### config.mk
export PLATFORM = sky130hd
export DESIGN_NAME = morse_keyer_capture
export DESIGN_NICKNAME = d
export VERILOG_FILES = /design/src/rtl/morse_pkg.sv /design/src/rtl/morse_edge_det.sv /design/src/rtl/morse_keyer_capture.sv
export SDC_FILE = /design/constraint.sdc
export NUM_CORES = 1
export LEC_CHECK = 0
export ABC_AREA = 1
export BUFFER_PORTS_ARGS = -buffer_cell sky130_fd_sc_hd__buf_2
export CAP_MARGIN = 20
export CORE_MARGIN = 2
export CORE_UTILIZATION = 30
export DETAILED_ROUTE_END_ITERATION = 16
export GPL_ROUTABILITY_DRIVEN = 0
export PLACE_DENSITY = 0.46
export RECOVER_POWER = 25
export SLEW_MARGIN = 20
export SYNTH_ARGS = -nofsm -noshare
export SYNTH_HDL_FRONTEND = slang
export SYNTH_SLANG_ARGS = --single-unit
### constraint.sdc
create_clock -name clk -period 1.42 [get_ports clk]
set_clock_uncertainty 0.05 [all_clocks]
set_input_delay 0.071 -clock clk [delete_from_list [all_inputs] [get_ports clk]]
set_output_delay 0.071 -clock clk [all_outputs]
set_load 0.02 [all_outputs]
### src/rtl/morse_pkg.sv
// morse_pkg: shared FSM state and symbol encodings for the Morse keyer capture block.
package morse_pkg;
    typedef enum logic [1:0] {IDLE, PRESS, GAP, EMIT} state_t;
    localparam logic SYM_DOT  = 1'b0;
    localparam logic SYM_DASH = 1'b1;
endpackage

### src/rtl/morse_edge_det.sv
// morse_edge_det: per-bit rise/fall detector against a registered copy of each input.
module morse_edge_det #(
    parameter int W = 1
) (
    input  logic         clk,
    input  logic         rst_n,
    input  logic [W-1:0] level,
    output logic [W-1:0] rise,
    output logic [W-1:0] fall
);
    logic [W-1:0] prev;
    always_ff @(posedge clk or negedge rst_n)
        if (!rst_n) prev <= '0;
        else        prev <= level;
    assign rise = level & ~prev;
    assign fall = ~level & prev;
endmodule

### src/rtl/morse_keyer_capture.sv
// morse_keyer_capture: assembles one Morse character from key presses and offers it
// to the decoder over a valid/ready handshake.
module morse_keyer_capture
    import morse_pkg::*;
#(
    parameter  int MAX_LEN    = 5,
    parameter  int TIMED      = 1,
    parameter  int DASH_TICKS = 3,
    parameter  int GAP_TICKS  = 7,
    parameter  int CNT_W      = 8,
    localparam int LEN_W      = $clog2(MAX_LEN + 1)
) (
    input  logic               clk,
    input  logic               rst_n,
    input  logic               tick,
    input  logic               btn_key,
    input  logic               btn_dot,
    input  logic               btn_dash,
    input  logic               btn_enter,
    output logic [MAX_LEN-1:0] out_code,
    output logic [LEN_W-1:0]   out_len,
    output logic               out_ovf,
    output logic               out_valid,
    input  logic               out_ready,
    output logic               dropped
);
    state_t             state, next_state;
    logic [3:0]         rise, fall;
    logic [CNT_W-1:0]   cnt;
    logic [MAX_LEN-1:0] code;
    logic [LEN_W-1:0]   len;
    logic               ovf;
    logic               key_rise, key_fall, dot_rise, dash_rise, btn_sym, enter_rise, gap_done;
    logic               do_append, sym, cnt_clr, unused_fall;

    morse_edge_det #(.W(4)) u_edge (
        .clk   (clk),
        .rst_n (rst_n),
        .level ({btn_enter, btn_dash, btn_dot, btn_key}),
        .rise  (rise),
        .fall  (fall)
    );

    assign unused_fall = ^fall[3:1];
    assign key_rise    = (TIMED != 0) && rise[0];
    assign key_fall    = (TIMED != 0) && fall[0];
    assign dot_rise    = (TIMED == 0) && rise[1];
    assign dash_rise   = (TIMED == 0) && rise[2];
    assign btn_sym     = dot_rise || dash_rise;
    assign enter_rise  = rise[3];
    assign gap_done    = tick && (int'(cnt) == GAP_TICKS - 1);

    always_ff @(posedge clk or negedge rst_n)
        if (!rst_n) state <= IDLE;
        else        state <= next_state;

    // A symbol edge and an enter edge in the same cycle close the character with that symbol.
    always_comb begin
        next_state = state;
        do_append  = 1'b0;
        sym        = SYM_DOT;
        cnt_clr    = 1'b0;
        case (state)
            IDLE:
                if (key_rise) begin
                    next_state = PRESS;
                    cnt_clr    = 1'b1;
                end else if (btn_sym) begin
                    do_append  = 1'b1;
                    sym        = dot_rise ? SYM_DOT : SYM_DASH;
                    cnt_clr    = 1'b1;
                    next_state = enter_rise ? EMIT : GAP;
                end
            PRESS:
                if (key_fall) begin
                    do_append  = 1'b1;
                    sym        = (int'(cnt) >= DASH_TICKS) ? SYM_DASH : SYM_DOT;
                    cnt_clr    = 1'b1;
                    next_state = enter_rise ? EMIT : GAP;
                end
            GAP:
                if (key_rise) begin
                    next_state = PRESS;
                    cnt_clr    = 1'b1;
                end else if (btn_sym) begin
                    do_append  = 1'b1;
                    sym        = dot_rise ? SYM_DOT : SYM_DASH;
                    cnt_clr    = 1'b1;
                    next_state = enter_rise ? EMIT : GAP;
                end else if (enter_rise || gap_done) begin
                    next_state = EMIT;
                end
            EMIT:
                next_state = out_ready ? IDLE : EMIT;
            default:
                next_state = IDLE;
        endcase
    end

    always_comb begin
        out_valid = state == EMIT;
        dropped   = (state == EMIT) && (key_rise || btn_sym);
    end

    always_ff @(posedge clk or negedge rst_n)
        if (!rst_n) begin
            code <= '0;
            len  <= '0;
            ovf  <= 1'b0;
            cnt  <= '0;
        end else begin
            if (out_valid && out_ready) begin
                code <= '0;
                len  <= '0;
                ovf  <= 1'b0;
            end else if (do_append) begin
                if (len == LEN_W'(MAX_LEN)) ovf <= 1'b1;
                else begin
                    code <= MAX_LEN'({code, sym});
                    len  <= len + LEN_W'(1);
                end
            end
            cnt <= cnt_clr ? '0 :
                   (tick && (state == PRESS || state == GAP) && !(&cnt)) ? cnt + CNT_W'(1) : cnt;
        end

    assign out_code = code;
    assign out_len  = len;
    assign out_ovf  = ovf;
endmodule

**Yosys cells after proc, flatten, opt, wreduce, memory -nomap -nowiden**

Cells that the tools add are included.

- Register bits after elaboration: 23
- Latch bits: 0
- RAM bits: 0
- Memory bits (read-only): 0
- Bits of input ports: 8
- Memories kept: 0

- $add $sub $neg: 2
- Multipliers: 0
- Div/mod/pow operators: 0
- Order comparisons: 1
- Equality and inequality tests: 9
- Shift operators: 0
- Multiplexer cells: 25
- Bitwise gates (word level): 4
- Reductions and logical operators: 17

Operators with widths:

| operator | number |
|---|---|
| 8-bit two-way mux | 2 |
| 5-bit two-way mux | 3 |
| 1-bit two-way mux | 10 |
| 2-bit two-way mux | 5 |
| 3-bit two-way mux | 3 |
| 8-bit by 1-bit adder with 8-bit output (second input constant) | 1 |
| 8-bit by 4-bit equality test with 1-bit output (second input constant) | 1 |
| 8-bit by 2-bit greater-or-equal comparator with 1-bit output (second input constant) | 1 |
| 2-bit one-hot mux with 4 select lines | 1 |
| 8-bit AND reduction | 1 |
| 2-bit != test (second input constant) | 3 |
| 2-bit nonzero test | 3 |
| 1-bit logical AND | 5 |
| 4-bit AND | 1 |
| 2-bit equality test (second input constant) | 2 |
| 4-bit inverter | 1 |
| 2-bit AND reduction | 2 |
| 3-bit by 1-bit adder with 3-bit output (second input constant) | 1 |
| 3-bit equality test (second input constant) | 1 |
| 3-bit != test (second input constant) | 1 |
| 3-bit AND reduction | 1 |
| 2-bit by 1-bit equality test with 1-bit output (second input constant) | 1 |
| 2-bit zero test | 1 |
| 1-bit logical OR | 2 |
| other kinds (5) | 5 |

**Depth between registers and ports, before layout**

Gate-level depths: netlist (run 1).

- Depth after elaboration: 7
- Gate-level depth with buffers: 9

**Cells and area by module**

From an unflattened synthesis (run 1), not the netlist that was laid out.

- Cells, all modules: 176
- Area, all modules: 1376.3 um^2

By module, submodules not included:

| module | times used | cells an instance | area each (um^2) |
|---|---|---|---|
| morse_keyer_capture | 1 | 156 | 1216.2 |
| morse_edge_det | 1 | 20 | 160.2 |

**Worst setup path after synthesis (run 1)**

Ideal clock, no wire load.

- Path type: reg2reg
- Start: register state[1]
- End: register cnt[0]
- Data arrival time: 1232 ps
- Setup slack: 20 ps
- Stages on the path, launching flop included: 9
- Buffers on the path: 1
- Period minus slack after synthesis: 1400 ps
- Path through: dfrtp_1 inv_1 ha_1 nand3_2 o21ai_2 nand2_4 buf_6 nand3_1 nand2_1

- Cells in the longest elaborated chain, start to end: 5

RTL lines:

| element | line | RTL |
|---|---|---|
| from (decl) | morse_keyer_capture.sv:27 | `state_t state, next_state;` |
| from (signal assigned) | morse_keyer_capture.sv:55 | `else state <= next_state;` |
| parallel branches: the longest is 5 deep, another holds 8-bit two-way mux | n/a |  |
| to (signal assigned) | morse_keyer_capture.sv:123 | `cnt <= cnt_clr ? '0 :` |
| to (decl) | morse_keyer_capture.sv:29 | `logic [CNT_W-1:0] cnt;` |

Several ways; the timed one is not identified.
A chain may end at the register's enable or synchronous reset.

**Worst setup path after layout (run 1)**

- Start: register state[0]
- End: output dropped

- Cells in the longest elaborated chain, start to end: 2

RTL lines:

| element | line | RTL |
|---|---|---|
| 2-bit equality test | morse_keyer_capture.sv:102 | `dropped = (state == EMIT) && (key_rise \|\| btn_sym);` |
| 1-bit logical AND | morse_keyer_capture.sv:102 |  |
| to (decl) | morse_keyer_capture.sv:25 | `output logic dropped` |

Every way passes these cells.

==> results of run 1 <==
routing by layer:
metal | vias up | track usage [%] | part of all wire, %
met4 | 0 | 5.87 | 1.7
met1 | 524 | 15.1 | 46
met3 | 4 | 2.85 | 3.0
li1 | 590 | - | -
met5 | - | 0 | 0
met2 | 15 | 20.0 | 49
power breakdown:
part / switching [mW] / total, mW / internal [mW]
Clock: 0.200 / 0.400 / 0.200
Sequential: 0.184 / 0.965 / 0.781
Combinational: 1.01 / 1.70 / 0.683
Total: 1.40 / 3.06 / 1.66
final cells by class:
| type | count | area, sq um |
|---|---|---|
| clock buffers | 4 | 45.0 |
| fillers | 442 | 2550 |
| flip-flops and latches | 21 | 527 |
| repair buffers | 27 | 175 |
| inverters | 26 | 110 |
| well taps | 52 | 65.1 |
| multi-input cells | 120 | 855 |
state kept, by name, indices dropped and copies added (netlist names):
signal       flops
cnt              8
out_len          3
out_code         5
out_ovf          1
state            2
u_edge.prev      2
cells in the mapped netlist:
| library cell | count |
|---|---|
| nand3_1 | 24 |
| o21ai_1 | 4 |
| nand2_2 | 3 |
| o22ai_1 | 3 |
| nand2_4 | 3 |
| nor2_8 | 1 |
| nand3b_1 | 1 |
| nor2_1 | 12 |
| nand2_1 | 46 |
| inv_2 | 2 |
| inv_4 | 1 |
| nor2_4 | 2 |
| a21oi_1 | 1 |
| nand2_8 | 1 |
| ha_1 | 9 |
| buf_6 | 1 |
| buf_4 | 1 |
| o21ai_0 | 2 |
| nand3_2 | 1 |
| xor2_1 | 3 |
| o31ai_1 | 1 |
| inv_1 | 23 |
| o21ai_2 | 1 |
| dfrtp_1 | 21 |
| nor3_1 | 1 |
path summary, 6_finish.rpt:
| check | to | cells past startpoint | slack, ns | start |
|---|---|---|---|---|
| min in group asynchronous | out_ovf | 2 | 0.27 | rst_n |
| worst min-delay path | out_len[2] | 4 | 0.13 | out_ready |
| worst max-delay path | dropped | 5 | 0.007 | state[0] |
| max in group asynchronous | state[0] | 2 | 0.65 | rst_n |
| worst min register to register | out_ovf | 2 | 0.43 | out_ovf |
| worst max register to register | cnt[7] | 7 | 0.007 | state[0] |
worst max-delay path: stages, from the launching register on:
cell and delay, ns:
dfrtp_2 0.47, buf_4 0.16, ha_4 0.17, inv_2 0.04, nor2_1 0.03, buf_4 0.15
through the flow:
stage	total power, mW	setup WS [ns]
after global placement	2.23	-0.0288
after floorplan	1.87	0.0203
after global routing	3.33	-0.0903
after detailed placement	2.24	-0.0854
final	3.06	0.00668
after CTS	2.88	-0.00401
repair_timing:
action	CTS	global route
hold buffers	3	0
buffers inserted	1	2
hold endpoints to repair	23	0
pin swaps	5	13
cloned	1	0
gates resized for setup	24	24
endpoints found under the setup margin	15	18
cells by family after synthesis:
logic type | Yosys count | synth area share, %
AOI/OAI and AO/OA | 12 | 5.27
xor gates and xnor gates | 3 | 1.98
adders and majority gates | 9 | 8.47
buffers and inverters | 28 | 8.95
DFF | 21 | 39.5
and+or+nand+nor | 95 | 35.8
cells in the final DEF, fill, tap and decap left out, types with 2 or more instances in the layout:
cell type / Yosys / final
buf_2: 0 / 13
buf_4: 1 / 8
clkbuf_1: 0 / 2
clkbuf_8: 0 / 3
dfrtp_1: 21 / 20
dlygate4sd3_1: 0 / 3
ha_1: 9 / 4
ha_4: 0 / 4
inv_1: 23 / 15
inv_2: 2 / 7
inv_4: 1 / 3
nand2_1: 46 / 41
nand2_2: 3 / 5
nand2_4: 3 / 7
nand3_1: 24 / 17
nand3_2: 1 / 7
nor2_1: 12 / 11
nor2_4: 2 / 3
o21ai_0: 2 / 2
o21ai_1: 4 / 3
o22ai_2: 0 / 2
xor2_1: 3 / 3
==> qor.yml, run 1 <==
synthesis:
  syn-cell-area_sq_um: 1330
  synth.largest_area_cell: "dfrtp_1"
  ys_types: 25
  syn-num-nets: 185
  netlist_instances: 168
  ys_warn_count: 0
  synth_area_leaders: "dfrtp_1 (40%), nand2_1 (13%), nand3_1 (9.0%)"
  ys_seq_area_share_pct: 39.5
  syn-mean-instance-area_sq_um: 7.91
  yosysTopAreaCellShare_pct: 39.5
  ys_ff_latch: 21
flow_run:
  drv_cap: 0
cells_and_area:
  stdcell_count: 250
  final_cell_area_sq_um: 1780
  drive_gt1_share_pct: 36.9
  final_util_pct: 41.1
  syn2layout_area_growth_pct: 33.7
  nets: 216
  num_antenna_cells: 0
floorplanning:
  io_pins: 19
  die_h_microns: 70.6
  die-area_sq_um: 4980
  die_width_microns: 70.6
  row_count: 24
  fp.coreArea_sq_um: 4320
  initial_utilization_pct: 30.7
cts:
  clkLatencyLatePin_ns: 0.26
  clk_path_buf_depth: 2
  cts_buffers: 3
  htree_levels: 1
  cts_sinks: 21
  clkTransAtPathRegs_ns: 0.08
  cts_tree: "done"
  root_buffer: "clkbuf_8"
critical_path:
  cp_data_arrival_time_ns: 1.29
  required_ns: 1.30
  worstSetupStartpointType: "register"
  worstSetupPathType: "register to output pin"
  path_max_fanout: 5
  critPathCaptureType: "output pin"
grt:
  grt_pass1_vias: 1102
  grt_util_all_layers_pct: 12.2
  grt_pass1_wl_microns: 4840
  grt_max_degree: 22
  grt.overflow.total: 0
  grt_antenna_before_repair: 0
sta:
  final-setup-viol-count: 0
  hold_ws_ns: 0.134
  finalSetupTns_ns: 0
  timing.final.max_slew_violations: 0
  hold_viol: 0
  worstMarginPinSlew_ns: 0.562
  fin_crit_sh_pct: 99.5
  rsz0062_at_grt: "true"
  min_period_ns: 1.41
  slew_headroom_pct: 62.5
  fmax_mhz: 708
pwr:
  power_density_nw_per_um2: 1720
  leakagePower_nw: 0.939
  peakVddDrop_mv: 0.484
placed_design:
  place_inst: 240
  hpwl_microns: 1940
  port_buffers: 16
  post_dp_cell_area_sq_um: 1500
detailed_routing:
  first_iter_violations: 53
  first_pass_iters: 4
  drc_errors: 0
  routedWlPerCell_microns: 11.6
  avgViaCountPerCell: 4.53
  postRouteAntennaNets: 0
  via_count: 1133
  routed_wl_microns: 2890
run_status:
  outcome: "finished, final reports clean"
hold_path:
  hold_path.class: "input pin to register"
Note: power is estimated with default switching activity, not from simulation.
==> run 2: changes to the inputs <==
- BUFFER_PORTS_ARGS: -buffer_cell sky130_fd_sc_hd__buf_2 -> -buffer_cell sky130_fd_sc_hd__clkbuf_2
==> run 2 against run 1 <==
  * The flow now finishes with violations (setup timing)
  * Die area did not move
  * Design area rose by 3.0%
  * Wire length rose by 5.8%
  * Via count rose by 0.97%
  * Count of clock-buffer cells in the layout fell by 1
  * Global-route usage rose by 0.56 points
  * Utilization rose by 1.2 points
  * Sequential share of layout area fell by 0.85 points
  * Cell count rose by 0.80%
  * Combinational power rose by 4%
  * Critical endpoint is now cnt[1]
  * Highest routed layer unchanged
==> qor.yml, run 2 (synthesis results as in run 1) <==
run_status:
  outcome: "finished with violations"
  violations: "setup timing"
pwr:
  leakagePower_nw: 0.952
  pwr-share-clk_pct: 13.1
  p_int_mw: 1.69
  power_frac_comb_pct: 56.0
  peakVddDrop_mv: 0.591
  pwr-share-seq_pct: 30.9
  p_switching_mw: 1.47
  power_density_nw_per_um2: 1720
  p_sw_share_pct: 46.5
critical_path:
  slowest_stage: "dfrtp_2"
  rr_endpoint: "cnt[1]"
  required_ns: 1.53
  worstReg2RegStart: "state[0]"
  critPathCaptureType: "register"
  worst-r2r-cell-count: 7
  crit_chain: "inv_4 -> ha_4 -> nor2_4 -> o21ai_4 -> nand2_4 -> nand3b_1 -> nand2_1"
  path_buf_inv: 1
  r2r_slack_ns: -0.04
  path_max_fanout: 8
  crit_family: "flip-flops"
  max_stage_delay_ns: 0.48
  cp_data_arrival_time_ns: 1.57
  worstSetupStartpointType: "register"
  worstSetupPathType: "register to register"
hold_path:
  worstHoldStart: "out_ready"
  worst_hold_path.endpoint: "out_ovf"
  whs_path_depth: 4
  hold_path.class: "input pin to register"
placed_design:
  hpwl_microns: 2030
  post_dp_cell_area_sq_um: 1510
  port_buffers: 16
  place_inst: 241
cells_and_area:
  final_cell_mix: "nand2_1 (38), dfrtp_1 (20), inv_1 (16)"
  syn2layout_area_growth_pct: 37.7
  multi_input_area_sq_um: 893
  final_cell_area_sq_um: 1830
  stdcell_count: 252
  nets: 218
  top_register: "cnt"
  final_common_cell: "nand2_1"
  drive_gt1_share_pct: 42.0
  fillers: 461
  final_util_pct: 42.3
  num_antenna_cells: 0
  largest_reg_flops: 8
  ff_latch_area_sq_um: 527
sta:
  finalSetupTns_ns: -0.156
  worstMarginPinSlew_ns: 0.571
  min_period_ns: 1.46
  hold_viol: 0
  timing.final.max_slew_violations: 0
  rsz0062_at_grt: "true"
  slew_headroom_pct: 61.9
  final-setup-viol-count: 8
  fin_crit_sh_pct: 103
  fmax_mhz: 687
  hold_ws_ns: 0.132
  fin_ws_ns: -0.0363
grt:
  grt_antenna_before_repair: 0
  grt.overflow.total: 0
  grt_max_degree: 22
  grt_pass1_vias: 1134
  grt_util_all_layers_pct: 12.7
  grt_pass1_wl_microns: 5140
floorplanning:
  die_h_microns: 70.6
  die_width_microns: 70.6
  row_count: 24
  io_pins: 19
  die-area_sq_um: 4980
  fp.coreArea_sq_um: 4320
  initial_utilization_pct: 30.7
cts:
  clkTransAtPathRegs_ns: 0.08
  root_buffer: "clkbuf_8"
  clkLatencyLatePin_ns: 0.27
  htree_levels: 1
  cts_sinks: 21
  cts_buffers: 3
  cts_tree: "done"
  clk_path_buf_depth: 2
detailed_routing:
  avgViaCountPerCell: 4.54
  first_iter_violations: 22
  routed_wl_microns: 3060
  via_count: 1144
  drc_errors: 0
  routedWlPerCell_microns: 12.1
  first_pass_iters: 4
  postRouteAntennaNets: 0
flow_run:
  drv_cap: 0
## run 2: changes by cell type in the layout (fill, tap and decap cells not counted)
cell and change:
buf_2 -13, o21ai_1 -3, clkbuf_2 +12, inv_1 +1
nand2_1 -3, clkinv_2 +1, o21ai_2 +3, nand2_2 +3
buf_4 +1, buf_6 +1, nand3_2 +4, inv_6 -1
nand3_1 -4
## run 2: how the worst max path moves through the flow
stage               slack [ns]         end  cells past startpoint  startpoint
CTS                      -0.02  out_len[1]                      7    state[0]
global route             -0.11      cnt[1]                      7    state[0]
detailed placement       -0.06      cnt[6]                      7    state[0]
finish                   -0.04      cnt[1]                      7    state[0]
floorplan                 0.02      cnt[0]                      8    state[1]
global placement         -0.03      cnt[6]                      7    state[0]
## run 2: power groups by stage
stage	Combinational [mW]	Sequential [mW]	Clock [mW]
final	1.77	0.976	0.412
after global routing	1.96	1.01	0.455
after CTS	1.55	0.965	0.432
after detailed placement	1.31	0.959	0
after global placement	1.29	0.950	0
after floorplan	0.815	1.06	0
## run 2: area by class of cell
class | instances | area share [%]
repair buffers | 29 | 10.5
clock inverters | 1 | 0.274
flip-flops and latches | 21 | 28.8
clock buffers | 3 | 2.26
well taps | 52 | 3.56
inverters | 26 | 5.75
multi-input cells | 120 | 48.8
## run 2: layer usage
layer	share of wire (%)	track usage, %	routed length [microns]
met3	3.1	3.56	96
met4	0.75	2.52	23
met2	50	21.9	1510
met1	47	16.2	1420
met5	0	0	0
## run 2: tightest hold or removal path, cell delays in order
cell      delay, ns
clkbuf_2       0.11
nand2_4        0.10
inv_1          0.07
o31ai_1        0.06
## run 2: timing repair
| item | CTS | global route |
|---|---|---|
| setup endpoints to repair | 14 | 19 |
| gates cloned | 1 | 0 |
| endpoints found under the hold margin | 23 | 0 |
| gates resized for setup | 28 | 30 |
| hold buffers | 3 | 0 |
| setup buffers | 2 | 2 |
| pin swaps | 4 | 19 |
## run 2: metrics by stage
step	power, mW	worst slack (ns)
2_1_floorplan	1.87	0.0203
3_3_place_gp	2.24	-0.0267
3_5_place_dp	2.27	-0.0594
4_1_cts	2.95	-0.0179
5_1_grt	3.42	-0.107
6_report	3.15	-0.0363
==> run 3: changes to the inputs <==
- CORE_MARGIN: 2 -> unset
==> run 3 against run 2 <==
  * The run still ends with setup timing left
  * Non-clock buffer count grew 6
  * Count of clock-buffer cells in the layout is the same
  * Sequential share of layout area shrank 0.45 points
  * Register-to-register slack gained 0.05 ns
  * Worst hold slack gained 0.064 ns
  * Cell count grew 1.6%
  * Utilization grew 2.8 points
  * Total power grew 1.6%
  * Largest cell class unchanged
==> qor.yml, run 3 (synthesis results as in run 1) <==
detailed_routing:
  first_iter_violations: 56
  routedWlPerCell_microns: 11.9
  postRouteAntennaNets: 0
  first_pass_iters: 4
  via_count: 1168
  routed_wl_microns: 3030
  avgViaCountPerCell: 4.56
  drc_errors: 0
critical_path:
  critPathCaptureType: "output pin"
  cp_common_cell: "buf_6"
  crit_family: "flip-flops"
  path_buf_inv: 4
  worstSetupStartpointType: "register"
  path_max_fanout: 5
  max_stage_delay_ns: 0.46
  required_ns: 1.30
  slowest_stage: "dfrtp_2"
  worstSetupPathType: "register to output pin"
  cp_data_arrival_time_ns: 1.32
  crit_chain: "buf_6 -> ha_4 -> buf_6 -> inv_4 -> nor2_2 -> buf_6"
grt:
  grt_antenna_before_repair: 0
  grt_util_all_layers_pct: 15.1
  grt_max_degree: 22
  grt.overflow.total: 0
  grt_pass1_wl_microns: 5220
  grt_pass1_vias: 1177
cts:
  cts_tree: "done"
  clkTransAtPathRegs_ns: 0.08
  cts_buffers: 3
  clk_path_buf_depth: 2
  cts_sinks: 21
  htree_levels: 1
  root_buffer: "clkbuf_8"
  clkLatencyLatePin_ns: 0.26
cells_and_area:
  num_antenna_cells: 0
  nets: 224
  drive_gt1_share_pct: 41.3
  stdcell_count: 256
  syn2layout_area_growth_pct: 39.8
  final_common_cell: "nand2_1"
  final_cell_mix: "nand2_1 (42), dfrtp_1 (20), inv_1 (15)"
  final_cell_area_sq_um: 1860
  largest_reg_flops: 8
  top_register: "cnt"
floorplanning:
  row_count: 23
  fp.coreArea_sq_um: 4120
  die_h_microns: 68.6
  initial_utilization_pct: 32.3
  die-area_sq_um: 4700
  die_width_microns: 68.6
  io_pins: 19
pwr:
  pwr-share-seq_pct: 30.2
  power_density_nw_per_um2: 1720
  leakagePower_nw: 0.967
  pwr-share-clk_pct: 12.7
  total_power_mw: 3.20
  power_frac_comb_pct: 57.1
  p_int_mw: 1.73
  p_switching_mw: 1.47
  p_sw_share_pct: 45.9
  peakVddDrop_mv: 0.670
sta:
  fmax_mhz: 695
  worstMarginPinSlew_ns: 0.575
  slew_headroom_pct: 61.7
  final-setup-viol-count: 1
  rsz0062_at_grt: "true"
  fin_ws_ns: -0.0189
  timing.final.max_slew_violations: 0
  hold_viol: 0
  min_period_ns: 1.44
  fin_crit_sh_pct: 101
placed_design:
  post_dp_cell_area_sq_um: 1510
  place_inst: 240
  port_buffers: 16
  hpwl_microns: 2010
  place_ws_ns: -0.0658
run_status:
  outcome: "finished with violations"
  violations: "setup timing"
hold_path:
  hold_path.class: "input pin to register"
flow_run:
  drv_cap: 0
run 3: cell count changes in the layout (fill, tap and decap cells not counted), sizes merged:
cell  change
buf       +6
run 3: power by group through the flow:
stage | combinational [mW] | sequential, mW | clock [mW]
floorplan | 0.815 | 1.06 | 0
global placement | 1.31 | 0.943 | 0
detailed placement | 1.33 | 0.953 | 0
CTS | 1.56 | 0.953 | 0.431
global route | 2.04 | 1.00 | 0.463
finish | 1.83 | 0.968 | 0.408
run 3: worst min-delay path, cell delays in order:
cell and delay, ns:
clkbuf_2 0.09, inv_1 0.03, nand2_1 0.06, nand3_1 0.08, nand3_1 0.09, nand2_1 0.05
run 3: per-stage QoR:
step	util, %	setup TNS, ns	hold WS [ns]
4_1_cts	41.4	-0.128	0.133
3_3_place_gp	36.8	-0.162	0.0456
3_5_place_dp	36.8	-0.543	0.0513
6_report	45.2	-0.0189	0.196
5_1_grt	45.2	-1.13	0.233
2_1_floorplan	-	0	-0.275
run 3: final cells by class:
cell class	instances	area (sq um)
fillers	406	2260
multi-input cells	120	863
flip-flops and latches	21	527
repair buffers	35	249
inverters	26	110
well taps	50	62.6
clock buffers	3	41.3
clock inverters	1	5.00
run 3: repair_timing:
item                                   4_1_cts  5_1_grt
setup buffers                                4        4
gates cloned                                 1        0
hold buffers                                 3        0
endpoints found under the hold margin       23        0
gates resized for setup                     20       36
setup endpoints to repair                   16       21
pin swaps                                    5       19
run 3: path summary, 6_finish.rpt:
path,cells after the start,startpoint,slack (ns),endpoint
min in group asynchronous,2,rst_n,0.28,out_len[2]
worst min register to register,2,out_ovf,0.44,out_ovf
max in group asynchronous,2,rst_n,0.63,state[0]
worst max register to register,7,state[0],0.01,out_code[3]
worst max-delay path,6,state[0],-0.02,dropped
worst min-delay path,6,out_ready,0.20,state[0]
run 3: metal layers:
layer  global-route usage [%]  part of all wire, %  vias up  routed length, microns
met5                        0                    0        -                       0
met2                     28.4                   51       17                    1560
met3                     3.95                  2.8        2                      85
met1                     16.9                   45      548                    1360
li1                         -                    -      601                       -
met4                     3.13                 0.82        0                      25
